## src/rtl/imem_loader_if.sv

```systemverilog
// Byte-stream input and instruction-memory load port of the boot loader.
// master = the loader; slave = the stream source plus the core's load port.
interface imem_loader_if;
    logic        in_valid;
    logic [7:0]  in_data;
    logic        in_ready;
    logic        loadIM;
    logic [31:0] addr;
    logic [31:0] data;

    modport master (
        input  in_valid, in_data,
        output in_ready, loadIM, addr, data
    );

    modport slave (
        output in_valid, in_data,
        input  in_ready, loadIM, addr, data
    );
endinterface

```

## src/rtl/imem_loader.sv

```systemverilog
// Boot-time loader: assembles little-endian words from a byte stream, writes them
// through the core's load port and holds the core in reset until the image is in.
module imem_loader #(
    parameter logic [31:0] BASE_ADDR = 32'h0000_0000,
    parameter int          MAX_WORDS = 1024
) (
    input  logic               clk,
    input  logic               rst_n,
    input  logic               start,
    imem_loader_if.master      ld,
    output logic               core_rst,
    output logic               busy,
    output logic               done,
    output logic               err,
    output logic [15:0]        words_loaded
);
    localparam logic [16:0] MAX_W = 17'(MAX_WORDS);

    typedef enum logic [2:0] {IDLE, HDR, DATA, WRITE, DONE, ERR} state_t;

    state_t      state, state_nxt;
    logic [1:0]  byte_cnt;
    logic [23:0] word_lo;
    logic [15:0] n_words;
    logic [15:0] idx;
    logic [31:0] addr_q;
    logic [31:0] data_q;

    logic        accept;
    logic        last_byte;
    logic        start_ok;
    logic        hdr_bad;
    logic [31:0] word_full;

    // the 4th byte is used straight off the bus, so only three bytes are stored
    assign accept    = ld.in_valid & ld.in_ready;
    assign last_byte = accept & (byte_cnt == 2'd3);
    assign word_full = {ld.in_data, word_lo};
    assign start_ok  = start & ((state == IDLE) | (state == DONE) | (state == ERR));
    assign hdr_bad   = (word_full[31:16] != 16'd0) | ({1'b0, word_full[15:0]} > MAX_W);

    assign ld.addr = addr_q;
    assign ld.data = data_q;

    always_ff @(posedge clk or negedge rst_n) begin
        if (!rst_n) state <= IDLE;
        else        state <= state_nxt;
    end

    always_comb begin
        state_nxt   = state;
        ld.in_ready = 1'b0;
        ld.loadIM   = 1'b0;
        core_rst    = 1'b1;
        busy        = 1'b0;
        done        = 1'b0;
        err         = 1'b0;
        case (state)
            IDLE: begin
                if (start) state_nxt = HDR;
            end
            HDR: begin
                ld.in_ready = 1'b1;
                busy        = 1'b1;
                if (last_byte) begin
                    if (hdr_bad)                       state_nxt = ERR;
                    else if (word_full[15:0] == 16'd0) state_nxt = DONE;
                    else                               state_nxt = DATA;
                end
            end
            DATA: begin
                ld.in_ready = 1'b1;
                busy        = 1'b1;
                if (last_byte) state_nxt = WRITE;
            end
            WRITE: begin
                ld.loadIM = 1'b1;
                busy      = 1'b1;
                state_nxt = ((idx + 16'd1) == n_words) ? DONE : DATA;
            end
            DONE: begin
                core_rst = 1'b0;
                done     = 1'b1;
                if (start) state_nxt = HDR;
            end
            ERR: begin
                err = 1'b1;
                if (start) state_nxt = HDR;
            end
            default: state_nxt = IDLE;
        endcase
    end

    always_ff @(posedge clk or negedge rst_n) begin
        if (!rst_n) begin
            byte_cnt     <= 2'd0;
            word_lo      <= 24'd0;
            n_words      <= 16'd0;
            idx          <= 16'd0;
            addr_q       <= 32'd0;
            data_q       <= 32'd0;
            words_loaded <= 16'd0;
        end else begin
            if (start_ok) begin
                byte_cnt     <= 2'd0;
                words_loaded <= 16'd0;
            end
            if (accept) begin
                byte_cnt <= byte_cnt + 2'd1;
                case (byte_cnt)
                    2'd0:    word_lo[7:0]   <= ld.in_data;
                    2'd1:    word_lo[15:8]  <= ld.in_data;
                    2'd2:    word_lo[23:16] <= ld.in_data;
                    default: ;
                endcase
            end
            if ((state == HDR) && last_byte) begin
                n_words <= word_full[15:0];
                idx     <= 16'd0;
            end
            // address/data are registered on the last byte so they are stable for the whole WRITE cycle
            if ((state == DATA) && last_byte) begin
                addr_q <= BASE_ADDR + {14'd0, idx, 2'b00};
                data_q <= word_full;
            end
            if (state == WRITE) begin
                idx          <= idx + 16'd1;
                words_loaded <= words_loaded + 16'd1;
            end
        end
    end
endmodule

```

## src/flat_wrapper.sv

```systemverilog
// flat-port wrapper written by rule: the top's interface ports become plain ports
module imem_loader_flat 
#(
    parameter logic [31:0] BASE_ADDR = 32'h0000_0000,
    parameter int          MAX_WORDS = 1024
)
  (clk, rst_n, start, core_rst, busy, done, err, words_loaded, ld_in_valid, ld_in_data, ld_in_ready, ld_loadIM, ld_addr, ld_data);
  imem_loader_if ld_i ();
  input  logic clk;
  input  logic rst_n;
  input  logic start;
  output logic core_rst;
  output logic busy;
  output logic done;
  output logic err;
  output logic [15:0] words_loaded;
  input wire logic [$bits(ld_i.in_valid)-1:0] ld_in_valid;
  input wire logic [$bits(ld_i.in_data)-1:0] ld_in_data;
  output wire logic [$bits(ld_i.in_ready)-1:0] ld_in_ready;
  output wire logic [$bits(ld_i.loadIM)-1:0] ld_loadIM;
  output wire logic [$bits(ld_i.addr)-1:0] ld_addr;
  output wire logic [$bits(ld_i.data)-1:0] ld_data;
  assign ld_i.in_valid = ld_in_valid;
  assign ld_i.in_data = ld_in_data;
  assign ld_in_ready = ld_i.in_ready;
  assign ld_loadIM = ld_i.loadIM;
  assign ld_addr = ld_i.addr;
  assign ld_data = ld_i.data;
  imem_loader #(.BASE_ADDR(BASE_ADDR), .MAX_WORDS(MAX_WORDS)) u_core (.clk(clk), .rst_n(rst_n), .start(start), .ld(ld_i), .core_rst(core_rst), .busy(busy), .done(done), .err(err), .words_loaded(words_loaded));
endmodule
```

## config.mk

```make
export PLATFORM = sky130hd
export DESIGN_NAME = imem_loader_flat
export DESIGN_NICKNAME = d
export VERILOG_FILES = /design/src/rtl/imem_loader_if.sv /design/src/rtl/imem_loader.sv /design/src/flat_wrapper.sv
export SDC_FILE = /design/constraint.sdc
export NUM_CORES = 1
export LEC_CHECK = 0
export CAP_MARGIN = 40
export CORE_ASPECT_RATIO = 1.5
export CORE_MARGIN = 1.5
export CORE_UTILIZATION = 35
export DETAILED_ROUTE_END_ITERATION = 8
export PLACE_DENSITY = 0.65
export REMOVE_ABC_BUFFERS = 1
export SLEW_MARGIN = 20
export SYNTH_ARGS = -nofsm -noshare
export SYNTH_HDL_FRONTEND = slang
export SYNTH_SLANG_ARGS = --single-unit
```

## constraint.sdc

```tcl
create_clock -name clk -period 3.2 [get_ports clk]
set_clock_uncertainty 0.15 [all_clocks]
set_input_delay 0.64 -clock clk [delete_from_list [all_inputs] [get_ports clk]]
set_output_delay 0.64 -clock clk [all_outputs]
set_load 0.01 [all_outputs]
```

==> metrics.txt <==
status finished, final reports clean; total CTS buffers 17; H-tree levels 4; Seq/Total Area, Yosys 0.5317; final core occ 0.4553; total power draw 5562 uW; Clock Sink Count 125; post-DP HPWL 9866 um; final period demand of the worst path 2.980 ns; Final Hold Fails 0; Least-Margin Pin Slew 0.5000 ns; r2r setup slk 0.50 ns; Req. time, crit path 2.41 ns; clk_lat worst skew 0.41 ns; root buffer cell clkbuf_16; yosys synthesis warning count 0; Post-Place Cells 783; PD cells 748.0 mW/mm2; Hold Path Class primary input to asynchronous set/reset pin; largest net degree at the start of global routing 63; Worst slew margin 0.6641; full die area 0.01761 mm2; Final period util 0.9312; crit path to ld_loadIM; Worst Path Max Fanout 8; antenna viol nets, final 0; IO Port Bufs 81; Total Nets Final 614; WP data arrival 2.19 ns; Reg2Reg Depth 7; asr flop ratio synth 1.000; Finished Layout Cells 814; via count 4,281; die width 108.9 um; first-pass GRT wire length 22,540 um; count of pins over their slew limit 0; vias in the first global route 4,360; Reg2Reg Capture Point u_core.state[1]; ys flop type dfrtp_1; endpoint class of the critical path output pin; CORE AREA 0.01633 mm2; GP Congestion 0.8116; drt pass-1 iters 4; drt drc 0; Startpoint Class flop; Cell variety after synth 55; gr ovfl total 0; Area Growth Syn to Fin 26.39%; Post-Route WL 13,720 um; Avg Synthesized Cell Area 11.51 um2; vias per cell 5.259; antenna violations before repair 0; CP Class flop to output pin; layout cell share with drive strength beyond 1 0.2303; CTS tree done; RSZ-0062 raised after global routing false; fillers 1,466; area occupied by multi-input gates 0.002567 mm2; flops & latches, synth 125; starting density of the core 0.3602; maxcap violations 0; Die Ht 161.8 um; Post-CTS Setup Repair Bufs 0; CTS clk-pin slew, worst paths 0.06 ns; Cell Area, Synth 0.005883 mm2; fin area 0.007436 mm2; clock buffer depth 2; Critical Path Start u_core.state[1]; Max Clk Rate 0.3356 GHz; # IOs 98; DP Area 0.006883 mm2; final setup vio count 0; Resized cells post-CTS 0; FF+latch area 0.003128 mm2; reg2reg start u_core.idx[0]; Post-synth EDFFs 0; Avg WL per Cell 16.85 um; row count 57; DR iter-0 viols 190; post-synthesis cell count 511; antenna fix cells 0; VDD IR max 0.4283 mV; total track usage 0.1656; Leakage 0.003253 uW; cts hold-fix bufs 0
[cell usage after synthesis (3+ instances only)]
master	n	area share
or3_1	4	0.0043
xnor2_1	13	0.019
mux2i_1	4	0.0068
nand4_1	11	0.012
nor2b_1	3	0.0032
o211ai_1	5	0.0064
clkbuf_1	17	0.011
a31oi_1	7	0.0074
mux2_2	87	0.17
and2_1	3	0.0032
nor4_1	7	0.0074
and3_1	5	0.0053
nor2_1	22	0.014
xor2_1	6	0.0089
buf_2	5	0.0043
nand3_1	14	0.012
inv_1	8	0.0051
nand2_1	42	0.027
ha_1	6	0.013
nor3_1	9	0.0077
o21ai_0	38	0.032
dfrtp_1	125	0.53
o31ai_1	9	0.011
a21oi_1	9	0.0077
or2_2	3	0.0032
buf_4	17	0.022
[stage by stage]
stage                     setup WS, ns  hold WS (ns)  TNS [ns]
after global placement          0.4057        0.3216         0
after detailed placement        0.3259        0.3453         0
final                           0.2202      0.008898         0
after global routing            0.1201       0.03071         0
after floorplan                 -1.592        0.1944    -77.76
after CTS                       0.1958     0.0002934         0
[registers in the layout, indices dropped and copies added, names as in the netlist]
name,cells
u_core.word_lo,24
u_core.byte_cnt,2
u_core.n_words,16
u_core.ld.addr,16
u_core.state,3
u_core.idx,16
u_core.words_loaded,16
u_core.ld.data,32
[layout by cell type (no fill, tap or decap), types with 4 or more instances in the layout]
master	netlist	layout
xor2_1	6	6
ha_1	6	6
xnor2_1	13	13
nand4_1	11	11
and3_1	5	5
nor4_1	7	7
mux2i_1	4	4
nor3_1	9	7
inv_1	8	8
mux2_2	87	87
dfrtp_1	125	125
nand2_1	42	42
a21oi_1	9	9
o211ai_1	5	5
a31oi_1	7	7
nand3_1	14	14
or3_1	4	4
clkbuf_16	0	17
buf_4	17	10
nor2_1	22	22
o21ai_0	38	38
o31ai_1	9	9
conb_1	1	16
clkdlybuf4s50_1	0	80
[cell type report]
type	instances	area share
Inverter	9	0.004543
Clock inverter	9	0.01195
Tap cell	206	0.03466
Sequential cell	125	0.4207
Timing Repair Buffer	91	0.1205
Clock buffer	22	0.06243
Multi-Input combinational cell	352	0.3453
[cell families (layout without fill, tap and decap cells)]
logic type      after synthesis  after routing  synth area share
mux                          91             91            0.1733
buf+inv                      49            131           0.04317
flops                       125            125            0.5317
fa+ha+maj                     6              6           0.01276
xor+xnor                     19             19           0.02829
simple gates                136            136            0.1219
other cells                   1             16         0.0006374
compound gates               84             84           0.08826
[per-layer routing]
metal  part of all wire  global-route usage  vias to the layer above  wire [um]
li1                   -                   -                     1984          -
met1               0.40              0.1879                     2159       5422
met2               0.54              0.2903                      112       7457
met3              0.036             0.03812                       26        499
met4              0.025             0.07476                        0        337
met5                  0                   0                        -          0
[how the worst min path moves through the flow]
stage / start / end / slack, ns / cells past startpoint
6_report: rst_n / u_core.ld.addr[15] / 0.009 / 1
4_1_cts: rst_n / u_core.ld.addr[16] / 0.0003 / 1
2_1_floorplan: rst_n / u_core.byte_cnt[0] / 0.19 / 0
5_1_grt: rst_n / u_core.ld.addr[12] / 0.03 / 1
3_3_place_gp: u_core.words_loaded[15] / u_core.words_loaded[15] / 0.32 / 1
3_5_place_dp: u_core.ld.data[30] / u_core.ld.data[30] / 0.35 / 1
[report_power, final]
group / internal, uW / switching, uW
sequential: 1970 / 560
clock: 1100 / 683
combinational: 677 / 566
total: 3750 / 1810
[worst max-delay path, cell delays in order (launching register included)]
cell             delay (ns)
dfrtp_1                0.40
inv_1                  0.15
or3_1                  0.56
inv_2                  0.13
clkdlybuf4s50_1        0.54
Note: power is estimated with default switching activity, not from simulation.
